## config.mk

```make
export PLATFORM = sky130hd
export DESIGN_NAME = pipelined_subtractor_flat
export DESIGN_NICKNAME = d
export VERILOG_FILES = /design/src/rtl/pipelined_subtractor_if.sv /design/src/rtl/pipelined_subtractor.sv /design/src/flat_wrapper.sv
export SDC_FILE = /design/constraint.sdc
export NUM_CORES = 1
export LEC_CHECK = 0
export CAP_MARGIN = 20
export CORE_MARGIN = 3
export CORE_UTILIZATION = 33
export DETAILED_ROUTE_END_ITERATION = 8
export HOLD_SLACK_MARGIN = 0.12
export PLACE_DENSITY_LB_ADDON = 0.25
export SLEW_MARGIN = 0
export SYNTH_ARGS = -nofsm -noshare
export SYNTH_HDL_FRONTEND = slang
export SYNTH_SLANG_ARGS = --single-unit
```

## constraint.sdc

```tcl
create_clock -name Clock -period 5 [get_ports Clock]
set_input_delay 1.25 -clock Clock [delete_from_list [all_inputs] [get_ports Clock]]
set_output_delay 1.25 -clock Clock [all_outputs]
set_load 0.1 [all_outputs]
```

## src/rtl/pipelined_subtractor_if.sv

```systemverilog
// Handshake and data bundle for the four-stage pipelined subtractor.
// The slave modport is the subtractor. The master modport is whoever feeds
// operands and consumes results.
interface pipelined_subtractor_if;
  logic        InValid;
  logic        InReady;
  logic [31:0] A;
  logic [31:0] B;
  logic        BI;
  logic        OutValid;
  logic        OutReady;
  logic [31:0] D;
  logic        BO;
  logic        OV;

  modport master (
    output InValid, A, B, BI, OutReady,
    input  InReady, OutValid, D, BO, OV
  );

  modport slave (
    input  InValid, A, B, BI, OutReady,
    output InReady, OutValid, D, BO, OV
  );
endinterface

```

## src/rtl/pipelined_subtractor.sv

```systemverilog
// Four-stage pipelined 32-bit subtractor: D = A - B - BI.
// An input register captures each accepted operation. Stages 0..3 then each
// resolve one byte, LSB first, as A + ~B + carry, and register the carry for
// the next slice. Borrow-out is the inverse of the final carry.
// A single advance signal stalls every register at once. This lets a
// downstream consumer apply backpressure without dropping or reordering work.
module pipelined_subtractor (
  input logic                   Clock,
  input logic                   Reset_n,
  pipelined_subtractor_if.slave bus
);

  // Global advance: the pipeline moves when the output slot is free or being drained
  logic adv;

  // Input register: raw operands of the accepted operation
  logic        in_v_q,   in_v_d;
  logic [31:0] in_a_q,   in_a_d;
  logic [31:0] in_b_q,   in_b_d;
  logic        in_bi_q,  in_bi_d;

  // Stage 0..2 registers carry only the operand bits that are still unconsumed.
  // Low operand bits have no reader once their slice is resolved, so they are not kept.
  logic        s0_v_q,   s0_v_d;
  logic [31:8] s0_a_q,   s0_a_d;
  logic [31:8] s0_b_q,   s0_b_d;
  logic [7:0]  s0_dif_q, s0_dif_d;
  logic        s0_c_q,   s0_c_d;

  logic        s1_v_q,   s1_v_d;
  logic [31:16] s1_a_q,  s1_a_d;
  logic [31:16] s1_b_q,  s1_b_d;
  logic [15:0] s1_dif_q, s1_dif_d;
  logic        s1_c_q,   s1_c_d;

  logic        s2_v_q,   s2_v_d;
  logic [31:24] s2_a_q,  s2_a_d;
  logic [31:24] s2_b_q,  s2_b_d;
  logic [23:0] s2_dif_q, s2_dif_d;
  logic        s2_c_q,   s2_c_d;

  // Stage 3 register is the output register
  logic        s3_v_q,   s3_v_d;
  logic [31:0] s3_dif_q, s3_dif_d;
  logic        s3_bo_q,  s3_bo_d;
  logic        s3_ov_q,  s3_ov_d;

  // Per-slice sums: bit 8 is the carry out of the slice
  logic [8:0]  sum0_s;
  logic [8:0]  sum1_s;
  logic [8:0]  sum2_s;
  logic [8:0]  sum3_s;

  assign adv          = !s3_v_q || bus.OutReady;
  assign bus.InReady  = adv;
  assign bus.OutValid = s3_v_q;
  assign bus.D        = s3_dif_q;
  assign bus.BO       = s3_bo_q;
  assign bus.OV       = s3_ov_q;

  // Slice arithmetic: each byte is A + ~B + carry-in, with stage 0 seeded by ~BI
  always_comb begin
    sum0_s = {1'b0, in_a_q[7:0]}   + {1'b0, ~in_b_q[7:0]}   + {8'd0, ~in_bi_q};
    sum1_s = {1'b0, s0_a_q[15:8]}  + {1'b0, ~s0_b_q[15:8]}  + {8'd0, s0_c_q};
    sum2_s = {1'b0, s1_a_q[23:16]} + {1'b0, ~s1_b_q[23:16]} + {8'd0, s1_c_q};
    sum3_s = {1'b0, s2_a_q[31:24]} + {1'b0, ~s2_b_q[31:24]} + {8'd0, s2_c_q};
  end

  // Next-state: every register loads from its predecessor on advance, otherwise holds
  always_comb begin
    in_v_d   = in_v_q;   in_a_d   = in_a_q;   in_b_d   = in_b_q;   in_bi_d = in_bi_q;
    s0_v_d   = s0_v_q;   s0_a_d   = s0_a_q;   s0_b_d   = s0_b_q;
    s0_dif_d = s0_dif_q; s0_c_d   = s0_c_q;
    s1_v_d   = s1_v_q;   s1_a_d   = s1_a_q;   s1_b_d   = s1_b_q;
    s1_dif_d = s1_dif_q; s1_c_d   = s1_c_q;
    s2_v_d   = s2_v_q;   s2_a_d   = s2_a_q;   s2_b_d   = s2_b_q;
    s2_dif_d = s2_dif_q; s2_c_d   = s2_c_q;
    s3_v_d   = s3_v_q;   s3_dif_d = s3_dif_q; s3_bo_d  = s3_bo_q;  s3_ov_d = s3_ov_q;
    if (adv) begin
      // A cycle without InValid inserts a bubble; its data is don't-care
      in_v_d   = bus.InValid;
      in_a_d   = bus.A;
      in_b_d   = bus.B;
      in_bi_d  = bus.BI;

      s0_v_d   = in_v_q;
      s0_a_d   = in_a_q[31:8];
      s0_b_d   = in_b_q[31:8];
      s0_dif_d = sum0_s[7:0];
      s0_c_d   = sum0_s[8];

      s1_v_d   = s0_v_q;
      s1_a_d   = s0_a_q[31:16];
      s1_b_d   = s0_b_q[31:16];
      s1_dif_d = {sum1_s[7:0], s0_dif_q};
      s1_c_d   = sum1_s[8];

      s2_v_d   = s1_v_q;
      s2_a_d   = s1_a_q[31:24];
      s2_b_d   = s1_b_q[31:24];
      s2_dif_d = {sum2_s[7:0], s1_dif_q};
      s2_c_d   = sum2_s[8];

      s3_v_d   = s2_v_q;
      s3_dif_d = {sum3_s[7:0], s2_dif_q};
      s3_bo_d  = ~sum3_s[8];
      // Overflow: operand signs differ and result sign differs from the minuend
      s3_ov_d  = (s2_a_q[31] != s2_b_q[31]) && (sum3_s[7] != s2_a_q[31]);
    end else begin
      // Stalled: all defaults above already hold the current contents
      in_v_d   = in_v_q;
    end
  end

  // State registers: asynchronous clear discards everything in flight
  always_ff @(posedge Clock or negedge Reset_n) begin
    if (!Reset_n) begin
      in_v_q   <= 1'b0;   in_a_q   <= 32'd0;  in_b_q   <= 32'd0;  in_bi_q <= 1'b0;
      s0_v_q   <= 1'b0;   s0_a_q   <= 24'd0;  s0_b_q   <= 24'd0;
      s0_dif_q <= 8'd0;   s0_c_q   <= 1'b0;
      s1_v_q   <= 1'b0;   s1_a_q   <= 16'd0;  s1_b_q   <= 16'd0;
      s1_dif_q <= 16'd0;  s1_c_q   <= 1'b0;
      s2_v_q   <= 1'b0;   s2_a_q   <= 8'd0;   s2_b_q   <= 8'd0;
      s2_dif_q <= 24'd0;  s2_c_q   <= 1'b0;
      s3_v_q   <= 1'b0;   s3_dif_q <= 32'd0;  s3_bo_q  <= 1'b0;   s3_ov_q <= 1'b0;
    end else begin
      in_v_q   <= in_v_d;   in_a_q   <= in_a_d;   in_b_q   <= in_b_d;   in_bi_q <= in_bi_d;
      s0_v_q   <= s0_v_d;   s0_a_q   <= s0_a_d;   s0_b_q   <= s0_b_d;
      s0_dif_q <= s0_dif_d; s0_c_q   <= s0_c_d;
      s1_v_q   <= s1_v_d;   s1_a_q   <= s1_a_d;   s1_b_q   <= s1_b_d;
      s1_dif_q <= s1_dif_d; s1_c_q   <= s1_c_d;
      s2_v_q   <= s2_v_d;   s2_a_q   <= s2_a_d;   s2_b_q   <= s2_b_d;
      s2_dif_q <= s2_dif_d; s2_c_q   <= s2_c_d;
      s3_v_q   <= s3_v_d;   s3_dif_q <= s3_dif_d; s3_bo_q  <= s3_bo_d;  s3_ov_q <= s3_ov_d;
    end
  end

endmodule

```

## src/flat_wrapper.sv

```systemverilog
// flat-port wrapper written by rule: the top's interface ports become plain ports
module pipelined_subtractor_flat 
  (Clock, Reset_n, bus_InValid, bus_A, bus_B, bus_BI, bus_OutReady, bus_InReady, bus_OutValid, bus_D, bus_BO, bus_OV);
  pipelined_subtractor_if bus_i ();
  input logic Clock;
  input logic Reset_n;
  input wire logic [$bits(bus_i.InValid)-1:0] bus_InValid;
  input wire logic [$bits(bus_i.A)-1:0] bus_A;
  input wire logic [$bits(bus_i.B)-1:0] bus_B;
  input wire logic [$bits(bus_i.BI)-1:0] bus_BI;
  input wire logic [$bits(bus_i.OutReady)-1:0] bus_OutReady;
  output wire logic [$bits(bus_i.InReady)-1:0] bus_InReady;
  output wire logic [$bits(bus_i.OutValid)-1:0] bus_OutValid;
  output wire logic [$bits(bus_i.D)-1:0] bus_D;
  output wire logic [$bits(bus_i.BO)-1:0] bus_BO;
  output wire logic [$bits(bus_i.OV)-1:0] bus_OV;
  assign bus_i.InValid = bus_InValid;
  assign bus_i.A = bus_A;
  assign bus_i.B = bus_B;
  assign bus_i.BI = bus_BI;
  assign bus_i.OutReady = bus_OutReady;
  assign bus_InReady = bus_i.InReady;
  assign bus_OutValid = bus_i.OutValid;
  assign bus_D = bus_i.D;
  assign bus_BO = bus_i.BO;
  assign bus_OV = bus_i.OV;
  pipelined_subtractor u_core (.Clock(Clock), .Reset_n(Reset_n), .bus(bus_i));
endmodule
```

# == Word-level counts from Yosys, hierarchy flattened ==
# Index checks and enable logic that the tools add are counted.
# totals
ramBits,0
out_inout_bits,36
inputBits,69
romBits,0
memories,0
word_cells,42
latch_bits,0
register_bits,251
# classes
div,0
reduce_logical,3
n_mul,0
muxes,0
n_addsub,8
shift,0
order_cmp,0
bitwise,6
eq_ne,2
# op_table
op,n
8-bit by 8-bit adder with 9-bit output,4
9-bit by 1-bit adder with 9-bit output,4
8-bit inverter,4
1-bit != test,2
1-bit inverter,2
1-bit logical AND,1
1-bit logical NOT,1
1-bit logical OR,1

# == Logic depth before layout (Yosys ltp) ==
# logic_depth
depth_word,5
depth_mapped,9
ltp_nobuf,9

# == Least setup slack after synthesis ==
# No wires, ideal clock.
# synth_timing
path_type,input-to-output
startpoint,input port bus_OutReady
endpoint,output port bus_InReady
t_arrival_ns,2.324
n_path_buf,4
setup_slack_ns,1.426
path_stages,6
required_time_ns,3.750
cell_sequence,nor2b_1 > buf_2 > inv_2 > buf_2 > buf_2 > buf_2
# synth_between
elab_chain_cells,1
# synth_lines
element,line_no,text
start: declaration,flat_wrapper.sv:11,input wire logic [$bits(bus_i.OutReady)-1:0] bus_OutReady;
1-bit logical OR,pipelined_subtractor.sv:54,assign adv = !s3_v_q || bus.OutReady;
end: declaration,flat_wrapper.sv:12,output wire logic [$bits(bus_i.InReady)-1:0] bus_InReady;
# Every way passes these cells.

# == Final worst setup path ==
# Same ends and word-level chain as after synthesis.

==> metrics.txt <==
status completed; worst-margin pin slew 1.092 ns; Post-synth EDFFs 0; hold slack final 0.4615 ns; I/O pins 105; Die ar. between 30000 and 40000 um2; CP Capture Type output pin; Overall Power 9.444 mW; Post-synth top flop dfrtp_1; Setup WS pre-CTS 1.355 ns; Final nets 1363; area share of fa/ha/maj cells after synthesis under 10%; main combinational cell family by area after synthesis simple AND/OR/NAND/NOR gates; via count of the first global-routing pass 7254; largest net degree at the start of global routing about 230; achievable clock frequency roughly 270 MHz; CTS Sinks 251; Slew headroom 27.00%; area post-placement 12040 um2; DRT Pass-1 Iters 4; async set-reset flop share out of synthesis 100.0%; Net Count, Synth 1280; clk buf depth 3; Core Region 31640 um2; initial antenna violation count 0; final hold violations 0; HP Class reg -> reg; most common cell after layout, fill and taps aside nand2_1; peak fanout along the critical path 66; Post-CTS Resized 0; cts hold-fix bufs 0; routed vias roughly 7500; Post-Syn Area 10630 um2; Final Cycle Share 72.77%; Final Util 40.76%; Post-Route WL 21.42 mm; WL/cell 12.75 um; complex-gate fraction of the synthesized area roughly 8.3%; Setup crit start kind primary input; htree depth 1; Die Span X roughly 190 um; FP Rows 65; total track usage 12.65%; highest-delay cell along the critical path clkdlybuf4s50_1; total grt overflow 0; Initial DRC Count 545; clock root buffer clkbuf_16; final setup violation count 0; # port buffers 104; max-slew violations 0; critical path type in -> out; Non-Filler Instances 1680; share of layout cells above drive strength 1 4.147%; Slowest Stage Delay on Critical Path 0.51 ns; Static Leakage roughly 6.4 nW; final routed DRC violation total 0; post-detail-place hpwl approximately 13 mm; YS warnings 0; CTS clk-pin slew, worst paths ~0.06 ns; PnR worst setup slack 1.361 ns; CTS Buf Count 27; Avg Inst Size Synth 9.044 um2; Post-Route Setup TNS 0 ns; Post-Synth Simple-Gate Area about a quarter; worst skew pair latency 0.52 ns; number of setup buffers added after CTS 0; dpl cells 1631; Worst EP arrival 2.39 ns; Critical Path, Cell by Cell clkdlybuf4s50_1 > nor2b_4 > inv_8 > buf_12; synthesized instance count around 1200; synth top area cells dfrtp_1 (59%), nand2_1 (21%), ha_1 (3.3%), o21ai_1 (2.3%), inv_1 (1.7%); PD cells between 700 and 800 nW/um2; ant diodes 0; CTS tree done; clk_skew 0.01248 ns; sequential share of the synthesized area 59.11%; post-synth cell types 40; post-synth top area share 59.11%; Vert. Die Dim 185.4 um; most frequent cells in the layout nand2_1 (585), dfrtp_1 (251), clkdlybuf4s50_1 (102); FF+latch count, synth 251; Synth area leader dfrtp_1; Layout area overhead 21.35%; Tmin final 3.639 ns; Peak VDD IR 499.1 uV; post-synthesis mux area share 0%; routed vias/inst 4.453; max_cap viols 0; starting density of the core 33.59%; Routed Antenna Nets 0; RSZ-0062 raised after global routing no; design area about 13000 um2; XOR/XNOR Fraction of Synth Area 0.4945%; global-route wire length before repair 36.28 mm; critical path required time 3.75 ns; placer congestion estimate between 0.7 and 0.8
-- critical path, delay by kind of cell --
kind,cells,cell delay (ns)
buf+inv,3,1.01
simple gates,1,0.08
-- routing by layer --
metal	share of wire [%]	vias to the layer above	GRT usage (%)
li1	-	3882	-
met1	51	3462	19.48
met2	41	106	18.43
met3	5.6	31	2.376
met4	1.8	0	2.971
met5	0	-	0
-- state kept, by name, summed over array words and instances (netlist names), 8 cells and up --
signal / cells
u_core.bus.D: 32
u_core.in_a_q: 32
u_core.in_b_q: 32
u_core.s0_a_q: 24
u_core.s0_b_q: 24
u_core.s2_dif_q: 24
u_core.s1_a_q: 16
u_core.s1_b_q: 16
u_core.s1_dif_q: 16
u_core.s0_dif_q: 8
u_core.s2_a_q: 8
u_core.s2_b_q: 8
-- Yosys cell counts, drive strengths merged, types with 2 or more instances --
library cell,instances
nor2b,8
nor3,10
or3,4
o31ai,12
nor3b,5
ha,28
o21a,18
nand3,2
o31a,7
xor2,5
fa,8
a21o,6
clkbuf,24
a21boi,5
nor2,23
o21ai,54
nand2,585
a211oi,8
a21oi,17
a31oi,2
a211o,2
buf,32
inv,49
dfrtp,251
-- path summary, 6_finish.rpt --
path,start,endpoint,slack (ns),cells past startpoint
worst max-delay path,bus_OutReady,bus_InReady,1.36,4
worst min-delay path,u_core.s2_v_q,u_core.bus.OutValid,0.46,1
worst max register to register,u_core.s1_c_q,u_core.s2_dif_q[22],2.72,8
worst min register to register,u_core.s2_v_q,u_core.bus.OutValid,0.46,1
max in group asynchronous,Reset_n,u_core.in_a_q[12],3.23,2
min in group asynchronous,Reset_n,u_core.s0_a_q[31],0.69,1
-- cell families after synthesis --
family | count (synthesis)
buffers and inverters | 105
adders and majority gates | 36
AOI/OAI and AO/OA | 138
xor gates and xnor gates | 6
DFF | 251
and+or+nand+nor | 639
-- where the power goes --
group | total (mW) | switching, mW | internal (mW) | leakage, nW
sequential | 3.38 | 0.457 | 2.93 | 3.02
combinational | 4.16 | 2.74 | 1.42 | 3.00
clock | 1.90 | 0.780 | 1.12 | 0.411
total | 9.44 | 3.98 | 5.47 | 6.43
-- final cells by class --
cell class / instances / area [um2]
clock buffers: 42 / 782.0
clock inverters: 7 / 68.82
fillers: 3215 / 18740
inverters: 49 / 191.4
multi-input cells: 819 / 3930
flip-flops and latches: 251 / 6281
well taps: 402 / 503.0
repair buffers: 110 / 1139
(Power assumes the default switching activity.)
